**config.mk**
```make
export PLATFORM = sky130hd
export DESIGN_NAME = fir_stream_adapter
export DESIGN_NICKNAME = d
export VERILOG_FILES = /design/src/rtl/fir_stream_adapter_pkg.sv /design/src/rtl/fir_stream_adapter_sync_fifo.sv /design/src/rtl/fir_stream_adapter.sv
export SDC_FILE = /design/constraint.sdc
export NUM_CORES = 1
export LEC_CHECK = 0
export ABC_AREA = 1
export CAP_MARGIN = 30
export CORE_ASPECT_RATIO = 0.8
export CORE_UTILIZATION = 50
export DETAILED_ROUTE_END_ITERATION = 8
export PLACE_DENSITY = 0.84
export SYNTH_ARGS = -nofsm -noshare
export SYNTH_HDL_FRONTEND = slang
export SYNTH_SLANG_ARGS = --single-unit
```
**constraint.sdc**
```tcl
create_clock -name clk -period 5.25 [get_ports clk]
set_input_delay 0.7875 -clock clk [delete_from_list [all_inputs] [get_ports clk]]
set_output_delay 0.7875 -clock clk [all_outputs]
set_load 0.1 [all_outputs]
```
**src/rtl/fir_stream_adapter_pkg.sv**
```systemverilog
// ---------------------------------------------------------------------------
// fir_stream_adapter_pkg
// Shared defaults for the folded serial-MAC FIR and its stream adapter, the
// ceiling-log2 helper used to size counters and pointers, and the capture
// action encoding used by the adapter's output stage.
// ---------------------------------------------------------------------------
package fir_stream_adapter_pkg;

   localparam int WIDTH_DATA_DEF = 8;
   localparam int FRAME_LEN_DEF  = 16;
   localparam int RESULT_LAT_DEF = 2;
   localparam int FIFO_DEPTH_DEF = 4;

   // Number of bits needed to index 'value' distinct items.
   function automatic int log2_ceil(input int value);
      int r;
      r = 0;
      while ((1 << r) < value) r++;
      return r;
   endfunction

   // What the output stage does on a launch edge.
   typedef enum logic [1:0] {
      CAP_NONE = 2'd0,   // no real sample retires this frame
      CAP_LOAD = 2'd1,   // load fir_dout into the output register
      CAP_DROP = 2'd2    // consumer still busy: result is dropped
   } cap_action_e;

endpackage

```
**src/rtl/fir_stream_adapter_sync_fifo.sv**
```systemverilog
// ---------------------------------------------------------------------------
// sync_fifo
// Single-clock FIFO with registered occupancy and first-word fall-through
// read data.
//   clk, rst  : clock, synchronous active-high reset (control state only)
//   push, din : write din at the tail (ignored when full)
//   pop, dout : dout is the head entry; pop removes it (ignored when empty)
//   full, empty, count : occupancy status, count ranges 0..DEPTH
// DEPTH must be a power of two so the pointers wrap naturally.
// ---------------------------------------------------------------------------
module sync_fifo
   import fir_stream_adapter_pkg::*;
#(
   parameter int WIDTH = 8,
   parameter int DEPTH = 4
) (
   input  logic                         clk,
   input  logic                         rst,
   input  logic                         push,
   input  logic                         pop,
   input  logic [WIDTH-1:0]             din,
   output logic [WIDTH-1:0]             dout,
   output logic                         full,
   output logic                         empty,
   output logic [log2_ceil(DEPTH):0]    count
);

   localparam int PTR_W = log2_ceil(DEPTH);
   localparam int CNT_W = PTR_W + 1;

   logic [WIDTH-1:0] mem [DEPTH];
   logic [PTR_W-1:0] wr_ptr;
   logic [PTR_W-1:0] rd_ptr;
   logic             wr_en;
   logic             rd_en;

   assign full  = (count == CNT_W'(DEPTH));
   assign empty = (count == '0);
   // full is taken from the registered count, so a pop in the same cycle
   // never opens room for a push.
   assign wr_en = push && !full;
   assign rd_en = pop && !empty;
   assign dout  = mem[rd_ptr];

   always_ff @(posedge clk) begin
      if (wr_en) mem[wr_ptr] <= din;
   end

   always_ff @(posedge clk) begin
      if (rst) begin
         wr_ptr <= '0;
         rd_ptr <= '0;
         count  <= '0;
      end else begin
         if (wr_en) wr_ptr <= wr_ptr + 1'b1;
         if (rd_en) rd_ptr <= rd_ptr + 1'b1;
         case ({wr_en, rd_en})
            2'b10:   count <= count + 1'b1;
            2'b01:   count <= count - 1'b1;
            default: count <= count;
         endcase
      end
   end

endmodule

```
**src/rtl/fir_stream_adapter.sv**
```systemverilog
// ---------------------------------------------------------------------------
// fir_stream_adapter
// Stream front/back end for the folded serial-MAC FIR. Buffers input samples,
// launches one per FRAME_LEN-clock frame onto the FIR with a frame strobe, and
// returns each real sample's FIR result on an output stream.
//   clk, rst           : clock, synchronous active-high reset
//   s_data/s_valid/s_ready : input sample stream (s_ready = FIFO not full)
//   fir_din, fir_strobe    : sample to FIR (held a whole frame), frame pulse
//   fir_dout               : FIR result, valid RESULT_LAT frames after launch
//   m_data/m_valid/m_ready : result stream
//   underrun : sticky, a frame launched with nothing queued
//   overrun  : sticky, a result was dropped while m_valid was pending
// ---------------------------------------------------------------------------
module fir_stream_adapter
   import fir_stream_adapter_pkg::*;
#(
   parameter int WIDTH_DATA = WIDTH_DATA_DEF,
   parameter int FRAME_LEN  = FRAME_LEN_DEF,
   parameter int FIFO_DEPTH = FIFO_DEPTH_DEF,
   parameter int RESULT_LAT = RESULT_LAT_DEF
) (
   input  logic                  clk,
   input  logic                  rst,
   input  logic [WIDTH_DATA-1:0] s_data,
   input  logic                  s_valid,
   output logic                  s_ready,
   output logic [WIDTH_DATA-1:0] fir_din,
   output logic                  fir_strobe,
   input  logic [WIDTH_DATA-1:0] fir_dout,
   output logic [WIDTH_DATA-1:0] m_data,
   output logic                  m_valid,
   input  logic                  m_ready,
   output logic                  underrun,
   output logic                  overrun
);

   localparam int CNT_W   = log2_ceil(FRAME_LEN);
   localparam int COUNT_W = log2_ceil(FIFO_DEPTH) + 1;

   logic [CNT_W-1:0]      cnt;
   logic                  launch;
   logic                  fifo_push;
   logic                  fifo_pop;
   logic [WIDTH_DATA-1:0] fifo_dout;
   logic                  fifo_full;
   logic                  fifo_empty;
   // Occupancy is not needed here; full/empty carry all the control.
   logic [COUNT_W-1:0]    occ_unused;

   // One bit per launched frame still in the FIR: 1 = real sample.
   logic [RESULT_LAT-1:0] tag_sr;
   logic [RESULT_LAT:0]   tag_next;
   cap_action_e           cap_action;

   assign launch    = (cnt == CNT_W'(FRAME_LEN - 1));
   assign s_ready   = !fifo_full;
   assign fifo_push = s_valid && !fifo_full;
   assign fifo_pop  = launch && !fifo_empty;
   // One bit wider than the register so RESULT_LAT=1 needs no special case.
   assign tag_next  = {tag_sr, !fifo_empty};

   sync_fifo #(
      .WIDTH (WIDTH_DATA),
      .DEPTH (FIFO_DEPTH)
   ) u_fifo (
      .clk   (clk),
      .rst   (rst),
      .push  (fifo_push),
      .pop   (fifo_pop),
      .din   (s_data),
      .dout  (fifo_dout),
      .full  (fifo_full),
      .empty (fifo_empty),
      .count (occ_unused)
   );

   // The tag leaving the shift register on a launch edge belongs to the
   // sample launched RESULT_LAT frames earlier, whose result is on fir_dout.
   always_comb begin
      cap_action = CAP_NONE;
      if (launch && tag_sr[RESULT_LAT-1]) begin
         if (m_valid && !m_ready) cap_action = CAP_DROP;
         else                     cap_action = CAP_LOAD;
      end
   end

   always_ff @(posedge clk) begin
      if (rst) begin
         cnt        <= '0;
         fir_din    <= '0;
         fir_strobe <= 1'b0;
         tag_sr     <= '0;
         m_data     <= '0;
         m_valid    <= 1'b0;
         underrun   <= 1'b0;
         overrun    <= 1'b0;
      end else begin
         cnt        <= launch ? '0 : cnt + 1'b1;
         fir_strobe <= launch;

         // Launch stage: next sample (or zero filler) onto the FIR input.
         if (launch) begin
            fir_din <= fifo_empty ? '0 : fifo_dout;
            tag_sr  <= tag_next[RESULT_LAT-1:0];
            if (fifo_empty) underrun <= 1'b1;
         end

         // Capture stage: retire the result of the tagged frame.
         case (cap_action)
            CAP_LOAD: begin
               m_data  <= fir_dout;
               m_valid <= 1'b1;
            end
            CAP_DROP: overrun <= 1'b1;
            default:  if (m_ready) m_valid <= 1'b0;
         endcase
      end
   end

endmodule

```
After elaboration in Yosys (flattened, before gate mapping)
Memories as Yosys holds them, arrays and structs flattened. A register that Yosys moved wholly into a read port is not among the register bits. Index checks and enable logic that the tools add are counted. W data, S select, Z words.

Bits in registers: 33. Bits in latches: 0. Bits in writable memories: 32. ROM bits: 0. Input bits: 20. Logic and storage cells: 49. Memories kept: 1.

$add $sub $neg: 5. $mul: 0. Divide/modulo/power cells: 0. $lt $le $gt $ge: 0. Eq/ne operators: 6. Shift operators: 0. Mux-type cells: 10. Bitwise logic cells: 1. Reductions and logical operators: 15.

Memory list: u_fifo.mem (depth 4, width 8, rd ports 1, clocked after Yosys merged registers in 1, wr ports 1, line fir_stream_adapter_sync_fifo.sv:31) `logic [WIDTH-1:0] mem [DEPTH];`.

Operators with widths (number): $mux W2 (4); $mux W8 (1); $logic_and A1 B1 Y1 (6); $pmux W3 S2 (1); $add A2 B1 Y2 const B (2); $add A4 B1 Y4 const B (1); $eq A2 B1 Y1 const B (2); $eq A2 B2 Y1 const B (2); $eq A4 B4 Y1 const B (1); $reduce_and A2 Y1 (2); $reduce_bool A2 Y1 (2); $add A3 B1 Y3 const B (1); $eq A3 B3 Y1 const B (1); $logic_not A1 Y1 (3); $logic_not A3 Y1 (1); $mux W1 (3); $sub A3 B1 Y3 const B (1); $pmux W1 S2 (1); $reduce_or A2 Y1 (1); $not A1 Y1 (1).

Depth between registers and ports, before layout
Gate-level depths: netlist of the first run.

Depth in word-level cells: 7. Mapped depth: 14. Mapped depth without buffers: 14.

By module
Synthesis of the first run repeated with hierarchy kept, for this count alone.

Cell total of the unflattened synthesis: 280. Area, all modules: 2707.6 um^2.

Modules (own cells, without submodules): sync_fifo (times used 1, cells an instance 146, area an instance 1685.4 um^2, seq. area each 1141.1 um^2); fir_stream_adapter (times used 1, cells an instance 134, area an instance 1022.2 um^2, seq. area each 520.5 um^2).

Worst setup path after synthesis of the first run
No wires, ideal clock.

Path type: reg2reg. From: reg u_fifo.count[0]. To: reg u_fifo.count[2]. Arrival time: 2.399 ns. Data required time: 5.137 ns. Path slack: 2.738 ns. Stages on the path, launching flop included: 13. Path buffers: 0. Clock period less this slack: 2.512 ns. Path through: dfxtp_1 > nor2_1 > nand2_1 > nand2_1 > ha_1 > inv_1 > fa_1 > inv_1 > nand2_1 > nand3_1 > nand2_1 > nand2_1 > nor2_1.

Longest elaborated chain between the ends: 6. Elaborated cells on any way between the ends: 14. Classes of those cells: add/sub (2); eq/ne (3); mux (1); reduce/logical (8).

RTL lines: start: declaration (line fir_stream_adapter_sync_fifo.sv:25) `output logic [log2_ceil(DEPTH):0] count`; start signal: assignment (line fir_stream_adapter_sync_fifo.sv:58) `2'b10: count <= count + 1'b1;`; start signal: assignment (line fir_stream_adapter_sync_fifo.sv:59) `2'b01: count <= count - 1'b1;`; start signal: assignment (line fir_stream_adapter_sync_fifo.sv:60) `default: count <= count;`; $eq A3 B3 Y1 (*) (line fir_stream_adapter_sync_fifo.sv:37) `assign full = (count == CNT_W'(DEPTH));`; $logic_not A1 Y1 (*); net s_ready (line fir_stream_adapter.sv:26) `output logic s_ready,`; $logic_and A1 B1 Y1 (line fir_stream_adapter.sv:57) `assign fifo_push = s_valid && !fifo_full;`; $logic_and A1 B1 Y1 (*) (line fir_stream_adapter_sync_fifo.sv:41) `assign wr_en = push && !full;`; $eq A2 B1 Y1 or $eq A2 B2 Y1 (tied branches) (line fir_stream_adapter_sync_fifo.sv:57) `case ({wr_en, rd_en})`; $pmux W3 S2 or $reduce_bool A2 Y1 (tied branches).

Mark *: on every way through the listed nets, which the timed path passes. The rest lies on a longest branch. A chain may end at the register's enable or synchronous reset.

Worst setup path after layout of the first run
From: reg u_fifo.count[0]. To: out s_ready.

Longest elaborated chain between the ends: 2.

RTL lines: $eq A3 B3 Y1 (line fir_stream_adapter_sync_fifo.sv:37); $logic_not A1 Y1 (line fir_stream_adapter.sv:56) `assign s_ready = !fifo_full;`; end: declaration (line fir_stream_adapter.sv:26).

Every way passes these cells.

==> impl_metrics.csv, run 1 <==
group,metric,value,unit
floorplan,die_h,67.78,um
route,wl,5098,um
final_layout,final_util,66.57,%
cts,cts-resized-gates,0,
timing,worstMarginPinSlew,1023,ps
setup_path,rrSetupSlack,2830,ps
setup_path,path_class,"reg2out",
floorplan,die_x,84.22,um
yosys,ys_ff_latch,67,
placed_design,placed_cell_area,3127,sq um
cts,clk_latency,340,ps
setup_path,cp_top_family,"buffers and inverters",
power_and_ir_drop,p_leak,1.334,nW
final_layout,design_area,3391,sq um
route,first_pass_iters,4,
placed_design,port_buffers,40,
worst_hold_path,worstHoldEndpoint,"tag_sr[1]",
route,via_count,1931,
timing,report.final.hold_viol_count,0,
outcome,status,"completed",
final_layout,drive_gt1_share,8.459,%
grt,antenna_found_initial,0,
route,remaining_drc_errors,0,
yosys,synth_cell_types,23,
placed_design,dp_hpwl,3527,um
timing,setup_viol_count_final,0,
cts,numCtsBuffers,9,
cts,clk_pin_slew,70,ps
floorplan,dieArea,5708,sq um
grt,grt_usage,19.59,%
worst_hold_path,hp-class,"reg2reg",
setup_path,required,4460,ps
cts,cts_hold_buf,0,
yosys,syn_nets,310,
floorplan,core_area,5094,sq um
floorplan,start_util,53.08,%
timing,max_freq,0.3457,GHz
final_layout,num_antenna_cells,0,
final_layout,syn_to_final_growth,25.40,%
yosys,ys_warn_count,0,
job,max-cap-violations,0,
setup_path,cp-start-kind,"flip-flop",
power_and_ir_drop,ir_drop,0.0002549,V
cts,cts_sinks,67,
yosys,synthCells,283,
timing,period_needed,2892,ps
cts,post_cts_buffers,0,
timing,period_share,55.09,%
timing,whs,458.0,ps
grt,grt_max_degree,18,
setup_path,critPathBufInv,1,
setup_path,max_stage_delay,1160,ps
final_layout,nets,353,
timing,rsz0062_at_grt,"no",
cts,cts_tree,"yes",
grt,gr-total-overflow,0,
timing,fin_skew,11.70,ps
route,ant_nets,0,
setup_path,worstPathMaxFanout,4,
route,routed_via_density,4.913,
worst_hold_path,holdPathStages,2,
timing,timing.slew.headroom,31.57,%
setup_path,cp-end-kind,"output pin",
yosys,synth.avg_cell_area,9.554,sq um
setup_path,crit_arrival,2100,ps
grt,first_global_vias,1809,
timing,setup_tns,0,ps
yosys,ys_seq_area_share,61.45,%
cts,cts_buffer_depth,2,
power_and_ir_drop,p_per_area,347.6,nW/um^2
cts,htreeDepth,3,
floorplan,ios,41,
cts,ctsRootBufferMaster,"clkbuf_8",
grt,grt_pass1_wl,8252,um
setup_path,slowest_stage,"clkdlybuf4s50_1",
floorplan,rows,23,
placed_design,gp_congestion,0.7745,
route,wire_per_inst,12.97,um
route,first_iter_violations,109,
setup_path,reg2reg_to,"u_fifo.count[2]",
setup_path,crit_chain,"nor2_1 -> nand2_1 -> clkdlybuf4s50_1",
timing,slew_viol_final,0,
setup_path,reg2reg_from,"cnt[0]",
setup_path,worstRegToRegCells,13,
yosys,syn_area,2704,sq um
worst_hold_path,holdCritStartpoint,"tag_sr[0]",
[cells by family after synthesis]
family,Yosys count,share of synthesized area (%)
flops,67,61.45
compound gates,21,4.119
buf+inv,42,6.756
simple gates,146,24.16
fa+ha+maj,7,3.517
[synthesized netlist by cell type]
| library cell | n | share of area (%) |
|---|---|---|
| o21bai_1 | 1 | 0.28 |
| inv_1 | 31 | 4.3 |
| o21ai_1 | 4 | 0.74 |
| nor2_1 | 33 | 4.6 |
| buf_2 | 5 | 0.93 |
| nor2_2 | 1 | 0.23 |
| nand3_1 | 21 | 3.9 |
| dfxtp_1 | 35 | 26 |
| buf_6 | 2 | 0.83 |
| edfxtp_1 | 32 | 36 |
| nand2_2 | 4 | 0.93 |
| a21oi_2 | 1 | 0.32 |
| a21oi_1 | 7 | 1.3 |
| ha_1 | 6 | 2.8 |
| inv_2 | 3 | 0.42 |
| buf_4 | 1 | 0.28 |
| nand2_1 | 73 | 10 |
| nor2_4 | 1 | 0.42 |
| o21ai_0 | 8 | 1.5 |
| nand4_1 | 10 | 2.3 |
| nand3_2 | 1 | 0.37 |
| fa_1 | 1 | 0.74 |
| nand3_4 | 2 | 1.3 |
[power breakdown]
part,internal [mW],switching [mW],leakage (nW)
clock,0.362,0.189,0.127
sequential,0.562,0.00701,0.577
combinational,0.0245,0.0337,0.629
[per-stage QoR]
| stage | setup slack (ps) | cells | power (mW) |
|---|---|---|---|
| floorplan | 2738 | 283 | 0.6117 |
| global route | 2259 | 393 | 1.221 |
| detailed placement | 2709 | 377 | 0.6383 |
| CTS | 2351 | 393 | 1.188 |
| global placement | 2773 | 377 | 0.6352 |
| finish | 2358 | 393 | 1.179 |
[per-layer routing]
layer	GRT usage (%)	routed length (um)
met4	7.112	88
met1	23.02	2213
met3	8.435	301
met5	0	0
met2	32.58	2494
[layout by cell type (no fill, tap or decap), drive strengths merged]
master         instances
a21oi                  8
bufinv                 4
clkbuf                 9
clkdlybuf4s50         40
clkinv                 2
clkinvlp               1
dfxtp                 35
edfxtp                32
fa                     1
ha                     6
inv                   34
nand2                 77
nand3                 24
nand4                 10
nor2                  35
o21ai                 12
o21bai                 1
[registers in the layout, indices dropped and copies added (netlist names), named ones only]
signal	count
fir_din	8
u_fifo.rd_ptr	2
m_valid	1
overrun	1
u_fifo.wr_ptr	2
u_fifo.mem	32
underrun	1
fir_strobe	1
u_fifo.count	3
cnt	4
m_data	8
tag_sr	2
[worst max-delay path by stage]
stage	start	endpoint	slack [ps]	depth (start not counted)
6_report	u_fifo.count[0]	s_ready	2360	3
5_1_grt	u_fifo.count[0]	s_ready	2260	3
4_1_cts	u_fifo.count[0]	s_ready	2350	3
3_5_place_dp	s_valid	u_fifo.count[2]	2710	11
3_3_place_gp	u_fifo.count[0]	s_ready	2770	3
2_1_floorplan	u_fifo.count[0]	u_fifo.count[2]	2740	12
[cell type report]
| cell class | count | area (sq um) |
|---|---|---|
| clock buffer | 9 | 123.9 |
| multi-input combinational | 174 | 859.6 |
| clock inverter | 7 | 140.1 |
| inverter | 34 | 127.6 |
| sequential | 67 | 1662 |
| tap | 62 | 77.57 |
| timing repair buffer | 40 | 400.4 |
| fill | 385 | 1703 |
[worst min-delay path: stages (launching register included)]
cell and delay, ps:
dfxtp_1 300, inv_1 60, o21ai_1 60
(Power assumes the default switching activity.)
==> run 2, diff against run 1 <==
--- a/config.mk
+++ b/config.mk
@@ -8,7 +8,7 @@
 export ABC_AREA = 1
 export CAP_MARGIN = 30
 export CORE_ASPECT_RATIO = 0.8
-export CORE_UTILIZATION = 50
+export CORE_UTILIZATION = 48
 export DETAILED_ROUTE_END_ITERATION = 8
 export PLACE_DENSITY = 0.84
 export SYNTH_ARGS = -nofsm -noshare
==> constraint.sdc (replaced) <==
create_clock -name clk -period 2.4 [get_ports clk]
set_input_delay 0.36 -clock clk [delete_from_list [all_inputs] [get_ports clk]]
set_output_delay 0.36 -clock clk [all_outputs]
set_load 0.1 [all_outputs]
==> run 2 against run 1 <==
The flow now finishes with violations (DRC). Global-route usage decreased by 0.16 points. Register-to-register slack got worse by 2400 ps. Via count increased by 2.1%. Critical path depth increased by 11. Flip-flop and latch count unchanged. Non-clock buffer count increased by 7. Setup slack got worse by 2000 ps. Sequential share of layout area increased by 1.0 points. Clock skew decreased by 0.64 ps. Total power increased by 87%. Critical path type is now reg2reg. Highest routed layer unchanged.
==> impl_metrics.csv, run 2 (same netlist as run 1, synthesis figures left out) <==
group,metric,value,unit
outcome,status,"complete, but fails checks",
outcome,violations,"DRC",
final_layout,instances_no_fill,416,
worst_hold_path,holdPathStages,2,
cts,numCtsBuffers,9,
setup_path,rrSetupSlack,380,ps
power_and_ir_drop,comb_power_share,6.1,%
timing,period_share,84.11,%
route,first_pass_iters,6,
grt,grt_usage,19.43,%
setup_path,required,2640,ps
timing,max_freq,0.4954,GHz
setup_path,reg2reg_from,"cnt[0]",
final_layout,reg_top3,"u_fifo.mem (32), fir_din (8), m_data (8)",
floorplan,start_util,49.75,%
timing,setup_viol_count_final,0,
power_and_ir_drop,p_switching,498.0,uW
timing,period_needed,2019,ps
timing,whs,456.0,ps
final_layout,final_cell_mix,"72 x nand2_1, 35 x dfxtp_1, 33 x nor2_1",
grt,grt_max_degree,18,
cts,cts_tree,"yes",
timing,setup_tns,0,ps
final_layout,max_flop_register,"u_fifo.mem",
cts,clk_pin_slew,70,ps
cts,clk_latency,350,ps
power_and_ir_drop,sw_frac_of_total,22.64,%
cts,htreeDepth,3,
cts,cts_sinks,67,
final_layout,largest_register_ffs,32,
final_layout,design_area,3323,sq um
final_layout,num_antenna_cells,0,
final_layout,final_common_cell,"nand2_1",
timing,rsz0062_at_grt,"no",
floorplan,core_area,5435,sq um
power_and_ir_drop,p_per_area,661.9,nW/um^2
final_layout,nets,360,
route,remaining_drc_errors,2,
placed_design,place_inst,400,
grt,grt_pass1_wl,8721,um
route,wire_per_inst,12.03,um
placed_design,placed_cell_area,3149,sq um
setup_path,cp-end-kind,"flip-flop",
route,first_iter_violations,128,
placed_design,pre_cts_ws,304.9,ps
power_and_ir_drop,power,2.200,mW
power_and_ir_drop,seqPwrFrac,56.6,%
power_and_ir_drop,p_leak,1.379,nW
floorplan,dieArea,5939,sq um
job,max-cap-violations,0,
route,via_count,1972,
worst_hold_path,hp-class,"reg2reg",
setup_path,cp-start-kind,"flip-flop",
cts,cts-resized-gates,0,
grt,antenna_found_initial,0,
floorplan,die_x,85.91,um
final_layout,final_util,61.14,%
floorplan,die_h,69.13,um
power_and_ir_drop,ir_drop,0.0003304,V
power_and_ir_drop,p_int,1.702,mW
grt,first_global_vias,1892,
timing,slew_viol_final,0,
timing,report.final.hold_viol_count,0,
setup_path,worstPathMaxFanout,4,
setup_path,crit_arrival,2260,ps
cts,post_cts_buffers,0,
grt,gr-total-overflow,0,
setup_path,reg2reg_to,"u_fifo.count[2]",
placed_design,port_buffers,40,
route,ant_nets,0,
route,routed_via_density,4.740,
setup_path,path_class,"reg2reg",
route,wl,5003,um
final_layout,syn_to_final_growth,22.91,%
placed_design,gp_congestion,0.7243,
worst_hold_path,holdCritStartpoint,"tag_sr[0]",
cts,ctsRootBufferMaster,"clkbuf_8",
timing,setup_ws,381.3,ps
placed_design,dp_hpwl,3504,um
floorplan,ios,41,
floorplan,rows,24,
final_layout,drive_gt1_share,16.86,%
setup_path,worstRegToRegCells,14,
timing,timing.slew.headroom,65.70,%
cts,cts_hold_buf,0,
timing,worstMarginPinSlew,513.9,ps
cts,cts_buffer_depth,2,
worst_hold_path,worstHoldEndpoint,"tag_sr[1]",
power_and_ir_drop,p_clk_share,37.4,%
timing,fin_skew,11.06,ps
-- run 2: per-layer routing --
metal | track usage [%] | vias to the layer above | share of wire (%)
met2 | 28.92 | 47 | 47
li1 | - | 1018 | -
met3 | 7.665 | 7 | 5.8
met5 | 0 | - | 0
met4 | 8.148 | 0 | 1.4
met1 | 25.20 | 900 | 46
-- run 2: power groups by stage --
stage | clock [mW] | combinational, mW | sequential, mW
2_1_floorplan | 0 | 0.0728 | 1.27
3_3_place_gp | 0 | 0.128 | 1.27
3_5_place_dp | 0 | 0.134 | 1.27
4_1_cts | 0.839 | 0.134 | 1.24
5_1_grt | 0.889 | 0.151 | 1.25
6_report | 0.822 | 0.134 | 1.24
-- run 2: how the worst max path moves through the flow --
| stage | cells past startpoint | slack, ps | from | end |
|---|---|---|---|---|
| floorplan | 12 | 220 | u_fifo.count[0] | u_fifo.count[2] |
| global placement | 11 | 360 | s_valid | u_fifo.count[2] |
| detailed placement | 11 | 300 | s_valid | u_fifo.count[2] |
| CTS | 14 | 390 | cnt[0] | u_fifo.count[2] |
| global route | 14 | 120 | cnt[0] | u_fifo.count[2] |
| finish | 14 | 380 | cnt[0] | u_fifo.count[2] |
-- run 2: final cells by class --
cell class / count / area [sq um]
fillers: 458 / 2112
flip-flops and latches: 67 / 1662
multi-input cells: 174 / 862.1
repair buffers: 47 / 400.4
clock buffers: 12 / 148.9
inverters: 34 / 127.6
well taps: 78 / 97.59
clock inverters: 4 / 25.02
-- run 2: critical path: stages, from the launching register on --
cell	delay [ps]
dfxtp_1	370
ha_1	240
nand2_2	90
nor2_4	90
nand2_1	100
inv_2	80
ha_1	160
inv_1	60
fa_1	380
inv_1	70
nand2_1	40
nand3_1	80
nand2_1	50
nand2_1	50
nor2_1	40
